--- config.mk ---
export PLATFORM = sky130hd
export DESIGN_NAME = redraw_scheduler
export DESIGN_NICKNAME = d
export VERILOG_FILES = /design/src/rtl/cube_pkg.sv /design/src/rtl/clear_engine.sv /design/src/rtl/redraw_scheduler.sv
export SDC_FILE = /design/constraint.sdc
export NUM_CORES = 1
export LEC_CHECK = 0
export CAP_MARGIN = 0
export CORE_MARGIN = 3
export CORE_UTILIZATION = 53
export CTS_CLUSTER_DIAMETER = 150
export DETAILED_ROUTE_END_ITERATION = 16
export PLACE_DENSITY = 0.8
export SYNTH_ARGS = -nofsm -noshare
export SYNTH_HDL_FRONTEND = slang
export SYNTH_HIERARCHICAL = 1
export SYNTH_SLANG_ARGS = --single-unit
export TNS_END_PERCENT = 20
--- constraint.sdc ---
create_clock -name clk -period 2.5 [get_ports clk]
set_input_delay 0.5 -clock clk [delete_from_list [all_inputs] [get_ports clk]]
set_output_delay 0.5 -clock clk [all_outputs]
set_load 0.02 [all_outputs]
--- src/rtl/cube_pkg.sv ---
// Shared definitions for the cube display path: scheduler states, pixel field
// widths and the default screen geometry.
package cube_pkg;

  localparam int X_W          = 8;
  localparam int Y_W          = 7;
  localparam int COLOUR_W     = 3;
  localparam int SCREEN_W_DEF = 160;
  localparam int SCREEN_H_DEF = 120;

  typedef enum logic [1:0] {
    ST_IDLE  = 2'd0,
    ST_CLEAR = 2'd1,
    ST_START = 2'd2,
    ST_DRAW  = 2'd3
  } state_e;

endpackage

--- src/rtl/clear_engine.sv ---
// Row-major full-screen sweep counter. Advances one pixel per cycle while go is
// high and wraps back to (0,0) after the last pixel so the next sweep starts clean.
module clear_engine
  import cube_pkg::*;
#(
  parameter int SCREEN_W = SCREEN_W_DEF,
  parameter int SCREEN_H = SCREEN_H_DEF
) (
  input  logic           clk,
  input  logic           reset,
  input  logic           go,
  output logic [X_W-1:0] x,
  output logic [Y_W-1:0] y,
  output logic           first,
  output logic           last
);

  localparam logic [X_W-1:0] X_MAX = X_W'(SCREEN_W - 1);
  localparam logic [Y_W-1:0] Y_MAX = Y_W'(SCREEN_H - 1);

  logic [X_W-1:0] x_q, x_d;
  logic [Y_W-1:0] y_q, y_d;

  always_comb begin
    x_d = x_q;
    y_d = y_q;
    if (go) begin
      if (x_q == X_MAX) begin
        x_d = '0;
        y_d = (y_q == Y_MAX) ? '0 : y_q + 1'b1;
      end else begin
        x_d = x_q + 1'b1;
      end
    end
  end

  always_ff @(posedge clk) begin
    if (reset) begin
      x_q <= '0;
      y_q <= '0;
    end else begin
      x_q <= x_d;
      y_q <= y_d;
    end
  end

  assign x     = x_q;
  assign y     = y_q;
  assign first = go && (x_q == '0) && (y_q == '0);
  assign last  = go && (x_q == X_MAX) && (y_q == Y_MAX);

endmodule

--- src/rtl/redraw_scheduler.sv ---
// Owns the VGA pixel-write port: sequences power-up/full clears, drawer runs and
// coalesced redraw requests, and freezes face state while the drawer reads it.
module redraw_scheduler
  import cube_pkg::*;
#(
  parameter int                  SCREEN_W     = SCREEN_W_DEF,
  parameter int                  SCREEN_H     = SCREEN_H_DEF,
  parameter logic [COLOUR_W-1:0] BG_COLOUR    = 3'b000,
  parameter int                  DRAW_TIMEOUT = 65535
) (
  input  logic                clk,
  input  logic                reset,
  input  logic                state_changed,
  input  logic                full_clear,
  output logic                drw_start,
  input  logic                drw_done,
  input  logic [X_W-1:0]      drw_x,
  input  logic [Y_W-1:0]      drw_y,
  input  logic [COLOUR_W-1:0] drw_colour,
  input  logic                drw_plot,
  output logic [X_W-1:0]      x,
  output logic [Y_W-1:0]      y,
  output logic [COLOUR_W-1:0] colour,
  output logic                plot,
  output logic                freeze,
  output logic                busy,
  output logic                timeout
);

  localparam int             TO_W    = $clog2(DRAW_TIMEOUT + 1);
  localparam logic [TO_W-1:0] TO_LAST = TO_W'(DRAW_TIMEOUT - 1);

  state_e              state_q, state_d;
  logic                clr_pend_q, clr_pend_d;
  logic                red_pend_q, red_pend_d;
  logic                timeout_q, timeout_d;
  logic [TO_W-1:0]     to_cnt_q, to_cnt_d;
  logic [X_W-1:0]      x_q, x_d;
  logic [Y_W-1:0]      y_q, y_d;
  logic [COLOUR_W-1:0] colour_q, colour_d;
  logic                plot_q, plot_d;

  logic                clr_go;
  logic [X_W-1:0]      ce_x;
  logic [Y_W-1:0]      ce_y;
  logic                ce_first;
  logic                ce_last;

  assign clr_go = (state_q == ST_CLEAR);

  clear_engine #(
    .SCREEN_W (SCREEN_W),
    .SCREEN_H (SCREEN_H)
  ) u_clear_engine (
    .clk   (clk),
    .reset (reset),
    .go    (clr_go),
    .x     (ce_x),
    .y     (ce_y),
    .first (ce_first),
    .last  (ce_last)
  );

  // Drawer handshake: drw_start is a one-cycle pulse in START; the drawer answers
  // with a one-cycle drw_done, honoured only in DRAW. Pending flags are cleared in
  // the first cycle of the state that serves them, so a request landing in that
  // same cycle survives and earns another pass.
  always_comb begin
    state_d    = state_q;
    clr_pend_d = clr_pend_q | full_clear;
    red_pend_d = red_pend_q | state_changed | full_clear;
    timeout_d  = timeout_q;
    to_cnt_d   = '0;
    x_d        = x_q;
    y_d        = y_q;
    colour_d   = colour_q;
    plot_d     = 1'b0;
    case (state_q)
      ST_IDLE: begin
        if (clr_pend_q || full_clear) begin
          state_d = ST_CLEAR;
        end else if (red_pend_q || state_changed) begin
          state_d = ST_START;
        end
      end
      ST_CLEAR: begin
        if (ce_first) begin
          clr_pend_d = full_clear;
        end
        plot_d   = 1'b1;
        x_d      = ce_x;
        y_d      = ce_y;
        colour_d = BG_COLOUR;
        if (ce_last) begin
          state_d    = ST_START;
          red_pend_d = 1'b1;
        end
      end
      ST_START: begin
        red_pend_d = state_changed | full_clear;
        state_d    = ST_DRAW;
      end
      ST_DRAW: begin
        plot_d   = drw_plot;
        x_d      = drw_x;
        y_d      = drw_y;
        colour_d = drw_colour;
        to_cnt_d = to_cnt_q + 1'b1;
        if (drw_done) begin
          state_d = ST_IDLE;
        end else if (to_cnt_q == TO_LAST) begin
          state_d   = ST_IDLE;
          timeout_d = 1'b1;
        end
      end
      default: state_d = ST_IDLE;
    endcase
  end

  always_ff @(posedge clk) begin
    if (reset) begin
      state_q    <= ST_IDLE;
      clr_pend_q <= 1'b1;
      red_pend_q <= 1'b1;
      timeout_q  <= 1'b0;
      to_cnt_q   <= '0;
      x_q        <= '0;
      y_q        <= '0;
      colour_q   <= '0;
      plot_q     <= 1'b0;
    end else begin
      state_q    <= state_d;
      clr_pend_q <= clr_pend_d;
      red_pend_q <= red_pend_d;
      timeout_q  <= timeout_d;
      to_cnt_q   <= to_cnt_d;
      x_q        <= x_d;
      y_q        <= y_d;
      colour_q   <= colour_d;
      plot_q     <= plot_d;
    end
  end

  assign drw_start = (state_q == ST_START);
  assign freeze    = (state_q == ST_START) || (state_q == ST_DRAW);
  assign busy      = (state_q != ST_IDLE);
  assign timeout   = timeout_q;
  assign x         = x_q;
  assign y         = y_q;
  assign colour    = colour_q;
  assign plot      = plot_q;

endmodule

---- Word level (Yosys, flattened, before mapping) ----
Index checks and enable logic that the tools add are counted.
operators by class
  equality and inequality tests ........... 9
  shift operators ......................... 0
  $add $sub $neg .......................... 3
  bitwise operators ....................... 6
  reductions and logical operators ........ 16
  multiplexer cells ....................... 16
  multiply operators ...................... 0
  div/mod/pow operators ................... 0
  magnitude comparators ................... 0
operators with widths
  kind                     number
  $add A16 B1 Y16 const B  1
  $eq A16 B16 Y1 const B   1
  $pmux W8 S2              1
  $pmux W7 S2              1
  $mux W2                  5
  $add A8 B1 Y8 const B    1
  $eq A8 B8 Y1 const B     1
  $logic_not A8 Y1         1
  $mux W8                  1
  $pmux W2 S4              1
  $add A7 B1 Y7 const B    1
  $eq A7 B7 Y1 const B     1
  $logic_not A7 Y1         1
  $mux W7                  1
  $ne A3 B3 Y1 const B     2
  $pmux W3 S2              1
  $reduce_and A3 Y1        2
  $eq A2 B2 Y1 const B     2
  $logic_and A1 B1 Y1      4
  $or A1 B1 Y1             4
  $pmux W1 S2              2
  $reduce_bool A2 Y1       2
  $logic_or A1 B1 Y1       3
  $mux W1                  3
  other kinds (6)          7
storage, ports and cells
  word-level logic and storage cells ...... 61
  ROM bits ................................ 0
  latch bits .............................. 0
  output and inout port bits .............. 23
  bits in registers ....................... 55
  RAM bits ................................ 0
  bits of input ports ..................... 24
  memories ................................ 0

---- Logic depth before layout (Yosys ltp) ----
  word-level depth ........................ 5
  depth in mapped cells ................... 10
  depth with buffers taken out ............ 8

---- Hierarchy ----
The synthesis kept the hierarchy.
by module, submodules not included
  module            seq. area each (µm²)  cells an instance  instances  area an instance (µm²)
  redraw_scheduler  800.8                 215                1          1,848.0
  clear_engine      300.3                 112                1          918.4

---- Least setup slack after synthesis ----
OpenSTA, ideal clock, no wires.
  path type ............................... flip-flop to flip-flop
  from .................................... register state_q[1]
  to ...................................... register state_q[1]
  buffers on the path ..................... 2
  path slack .............................. 0.578 ns
  required time ........................... 2.379 ns
  arrival time ............................ 1.801 ns
  cell stages (with the launch flop) ...... 10
  clock period less this slack ............ 1.922 ns
  cells stage by stage .................... dfxtp_1 -> inv_1 -> ha_1 -> buf_4 -> nand4bb_1 -> buf_2 -> nor4_1 -> o32a_1 -> o31a_4 -> mux2_4
between the ends
  word-level cells in the longest chain between the ends .. 5
  elaborated cells on any way between the ends .. 11
RTL lines
  element                           line                     source
  start, declared                   redraw_scheduler.sv:33   state_e state_q, state_d;
  start signal, assigned            redraw_scheduler.sv:132  state_q <= state_d;
  $eq A2 B1 Y1                      redraw_scheduler.sv:49   assign clr_go = (state_q == ST_CLEAR);
  named net clr_go                  redraw_scheduler.sv:43   logic clr_go;
  $logic_and A1 B1 Y1 (2 in a row)  clear_engine.sv:50       assign last = go && (x_q == X_MAX) && (y_q == Y_MAX);
  named net ce_last                 redraw_scheduler.sv:47   logic ce_last;
  $ne A2 B2 Y1 (no line)            --
  $reduce_and A3 Y1 (no line)       --
The timed path passes the listed nets, and every way through them passes these cells.
A chain may end at the register's enable or synchronous reset.

---- Worst setup path after layout ----
  from .................................... register state_q[0]
  to ...................................... output freeze
between the ends
  word-level cells in the longest chain between the ends .. 2
  elaborated cells on any way between the ends .. 3
RTL lines
  element                 line                     source
  $eq A2 B2 Y1            redraw_scheduler.sv:145  assign freeze = (state_q == ST_START) || (state_q == ST_DRAW);
  $logic_or A1 B1 Y1 (*)  redraw_scheduler.sv:145
  end, declared           redraw_scheduler.sv:25   output logic freeze,
Mark *: on every way between the ends. The rest lies on a longest branch, timed or not.

==> impl_metrics.tcl <==
set metrics [dict create \
    finalWorstSetupSlack_ns 0.178 \
    pre_cts_slack_ns 0.264 \
    post_cts.repair.setup_buffers 0 \
    timing.hold.worst.class "reg -> reg" \
    cts_tree "yes" \
    irDropWorstVdd_v 0.000330 \
    num_vias 2404 \
    worst-endpoint-arrival_ns 1.82 \
    die_x_um 78.2 \
    synthesized_net_count 361 \
    yosys.cell_count.top_type "sky130_fd_sc_hd__nor2_1" \
    viasPerCell 5.53 \
    power_frac_clock 0.291 \
    ioPinCount 47 \
    synth.area.top_cells "sky130_fd_sc_hd__dfxtp_1 (40%), sky130_fd_sc_hd__nor2_1 (7.9%), sky130_fd_sc_hd__mux2i_1 (6.2%)" \
    core_um2 4880 \
    clockBufferDepth 2 \
    number_of_flops_mapped_to_enable_cells_by_yosys 0 \
    final_net_count 401 \
    insertion_delay_ns 0.30 \
    final.setup_skew_ns 0.00678 \
    synth_seq_area_share 0.398 \
    floorplan.die_area_um2 6120 \
    post-route-util 0.693 \
    power_switching_share 0.292 \
    power.net_switching_mw 0.679 \
    seq_power_share 0.419 \
    maxSlewViolCount 0 \
    routabilityCongestion 0.887 \
    ant_nets 0 \
    place_hpwl_um 4360 \
    chipHeight_um 78.2 \
    cpPeakStageDelay_ns 0.53 \
    p_comb_frac 0.289 \
    setup.worst_path.end_class "primary output" \
    required_ns 2.00 \
    setup.reg_to_reg.worst_slack_ns 0.33 \
    ant_diodes 0 \
    power_density_nw_per_um2 689 \
    grt_pass1_vias 2281 \
    total_leakage_power_nw 1.27 \
    cts_made_buffers 5 \
    setup_viol 0 \
    totalNegativeSetupSlack_ns 0 \
    internal_power_mw 1.65 \
    worst_path_max_delay_cell "sky130_fd_sc_hd__clkdlybuf4s50_1" \
    clk_root_buffer_cell "sky130_fd_sc_hd__clkbuf_8" \
    worstPathCellList "inv_1 -> ha_1 -> or2_1 -> clkdlybuf4s50_1" \
    syn-cell-area_um2 2770 \
    ys.flop_type "sky130_fd_sc_hd__dfxtp_1" \
    timing.max_cap.violations 0 \
    avg_cell_area_syn_um2 8.46 \
    timing.fmax_ghz 0.431 \
    start_util 0.567 \
    first_iter_violations 188 \
    number_of_cells_in_the_finished_layout_apart_from_fillers 435 \
    clk_transition_reported_paths_ns 0.09 \
    rsz_0062_raised_after_global_routing "no" \
    drt_drc_violations_left 0 \
    post-route-min-period_ns 2.32 \
    synth_cell_type_count 49 \
    rows 25 \
    grtUsageTotal 0.207 \
    final_layout_size_suffix_gt1_frac 0.0679 \
    status "finished clean" \
    wirelength_um 6150 \
    cts.repair.resized 0 \
    yosys.area.top_type_share 0.398 \
    numClockSinks 55 \
    routed_wire_length_per_instance_um 14.1 \
    grt_first_pass_wirelength_um 10400 \
    crit_fanout 4 \
    netlist_top_cells_count "sky130_fd_sc_hd__nor2_1 (58), sky130_fd_sc_hd__dfxtp_1 (55), sky130_fd_sc_hd__a21oi_1 (31)" \
    synthArstFlopShare 0 \
    yosys.area.top_type "sky130_fd_sc_hd__dfxtp_1" \
    crit_path_start_kind "register" \
    maximum_number_of_pins_on_one_net_before_global_route_repair 38 \
    worst_tran_pin_value_ns 0.522 \
    globalRouteOverflowTotal 0 \
    initial_antenna_violation_count 0 \
    yosysWarningCount 6 \
    dr.pass1.iters 4 \
    post-place-cells 427 \
    area_growth_pct 22.2 \
    worst_slew_margin_relative_to_its_limit 0.651 \
    synth_seq_cells 55 \
    finalCritPeriodShare 0.929 \
    clock_tree.htree_level_count 2 \
    port_buffers 46 \
    finalHoldViolCount 0 \
    postSynthCellCount 327 \
    cts-hold-fix-buffers 0 \
    setup.worst_path.class "reg -> out" \
]
worst max-delay path, delay by kind of cell, from the launching register on:
family / cells / cell delay, ns
DFF: 1 / 0.41
buffers and inverters: 2 / 0.62
and+or+nand+nor: 1 / 0.24
adders and majority gates: 1 / 0.25
registers in the layout, summed over array words and instances (netlist names):
signal,count
plot,1
red_pend_q,1
colour,3
x,8
u_clear_engine/y,7
state_q,2
y,7
u_clear_engine/x,8
clr_pend_q,1
to_cnt_q,16
timeout,1
cell families after synthesis:
logic type	Yosys count	share of synthesized area
flip-flops	55	0.398
XOR/XNOR	16	0.0507
buffers and inverters	37	0.0665
adder cells (fa/ha/maj)	10	0.0452
AO/OA/AOI/OAI	55	0.122
AND/OR/NAND/NOR	136	0.251
multiplexers	18	0.0669
per-layer routing:
layer	track usage	routed length, µm	vias to the layer above
li1	-	-	1221
met1	0.269	2900	1101
met2	0.347	2820	76
met3	0.0413	371	6
met4	0.0647	53	0
met5	0	0	-
per-stage QoR:
step,power (mW),hold slack [ns],instance area [µm²]
after floorplan,1.45,0.437,2770
after global placement,1.65,0.451,3250
after detailed placement,1.66,0.462,3250
after CTS,2.34,0.484,3380
after global routing,2.44,0.509,3380
final,2.33,0.479,3380
area by class of cell:
class,count,area (µm²)
Multi-Input combinational cell,235,1480
Fill cell,430,1500
Sequential cell,55,1100
Clock buffer,6,72.6
Tap cell,67,83.8
Timing Repair Buffer,54,520
Clock inverter,2,60.1
Inverter,16,60.1
layout by cell type (no fill, tap or decap), types with 8 or more instances in the layout:
cell	count
sky130_fd_sc_hd__dfxtp_1	55
sky130_fd_sc_hd__buf_4	8
sky130_fd_sc_hd__nand3_1	9
sky130_fd_sc_hd__nor2_1	58
sky130_fd_sc_hd__clkdlybuf4s50_1	46
sky130_fd_sc_hd__ha_1	10
sky130_fd_sc_hd__mux2i_1	17
sky130_fd_sc_hd__nand2_1	15
sky130_fd_sc_hd__nand4_1	14
sky130_fd_sc_hd__a21oi_1	31
sky130_fd_sc_hd__inv_1	14
sky130_fd_sc_hd__xor2_1	14
final timing paths:
path / startpoint / end / cells past startpoint
worst min-delay path: clr_pend_q$_SDFF_PP1_ / clr_pend_q$_SDFF_PP1_ / 1
worst max register to register: u_clear_engine/y[0]$_SDFFE_PP0P_ / state_q[1]$_SDFFE_PP0P_ / 6
worst min register to register: clr_pend_q$_SDFF_PP1_ / clr_pend_q$_SDFF_PP1_ / 1
worst max-delay path: state_q[0]$_SDFFE_PP0P_ / freeze / 4
power by group through the flow:
| stage | Clock [mW] | Sequential [mW] | Combinational (mW) |
|---|---|---|---|
| floorplan | 0 | 1.01 | 0.444 |
| global placement | 0 | 0.990 | 0.663 |
| detailed placement | 0 | 0.995 | 0.668 |
| CTS | 0.691 | 0.975 | 0.675 |
| global route | 0.728 | 0.984 | 0.730 |
| finish | 0.678 | 0.975 | 0.674 |
Note: power is estimated with default switching activity, not from simulation.
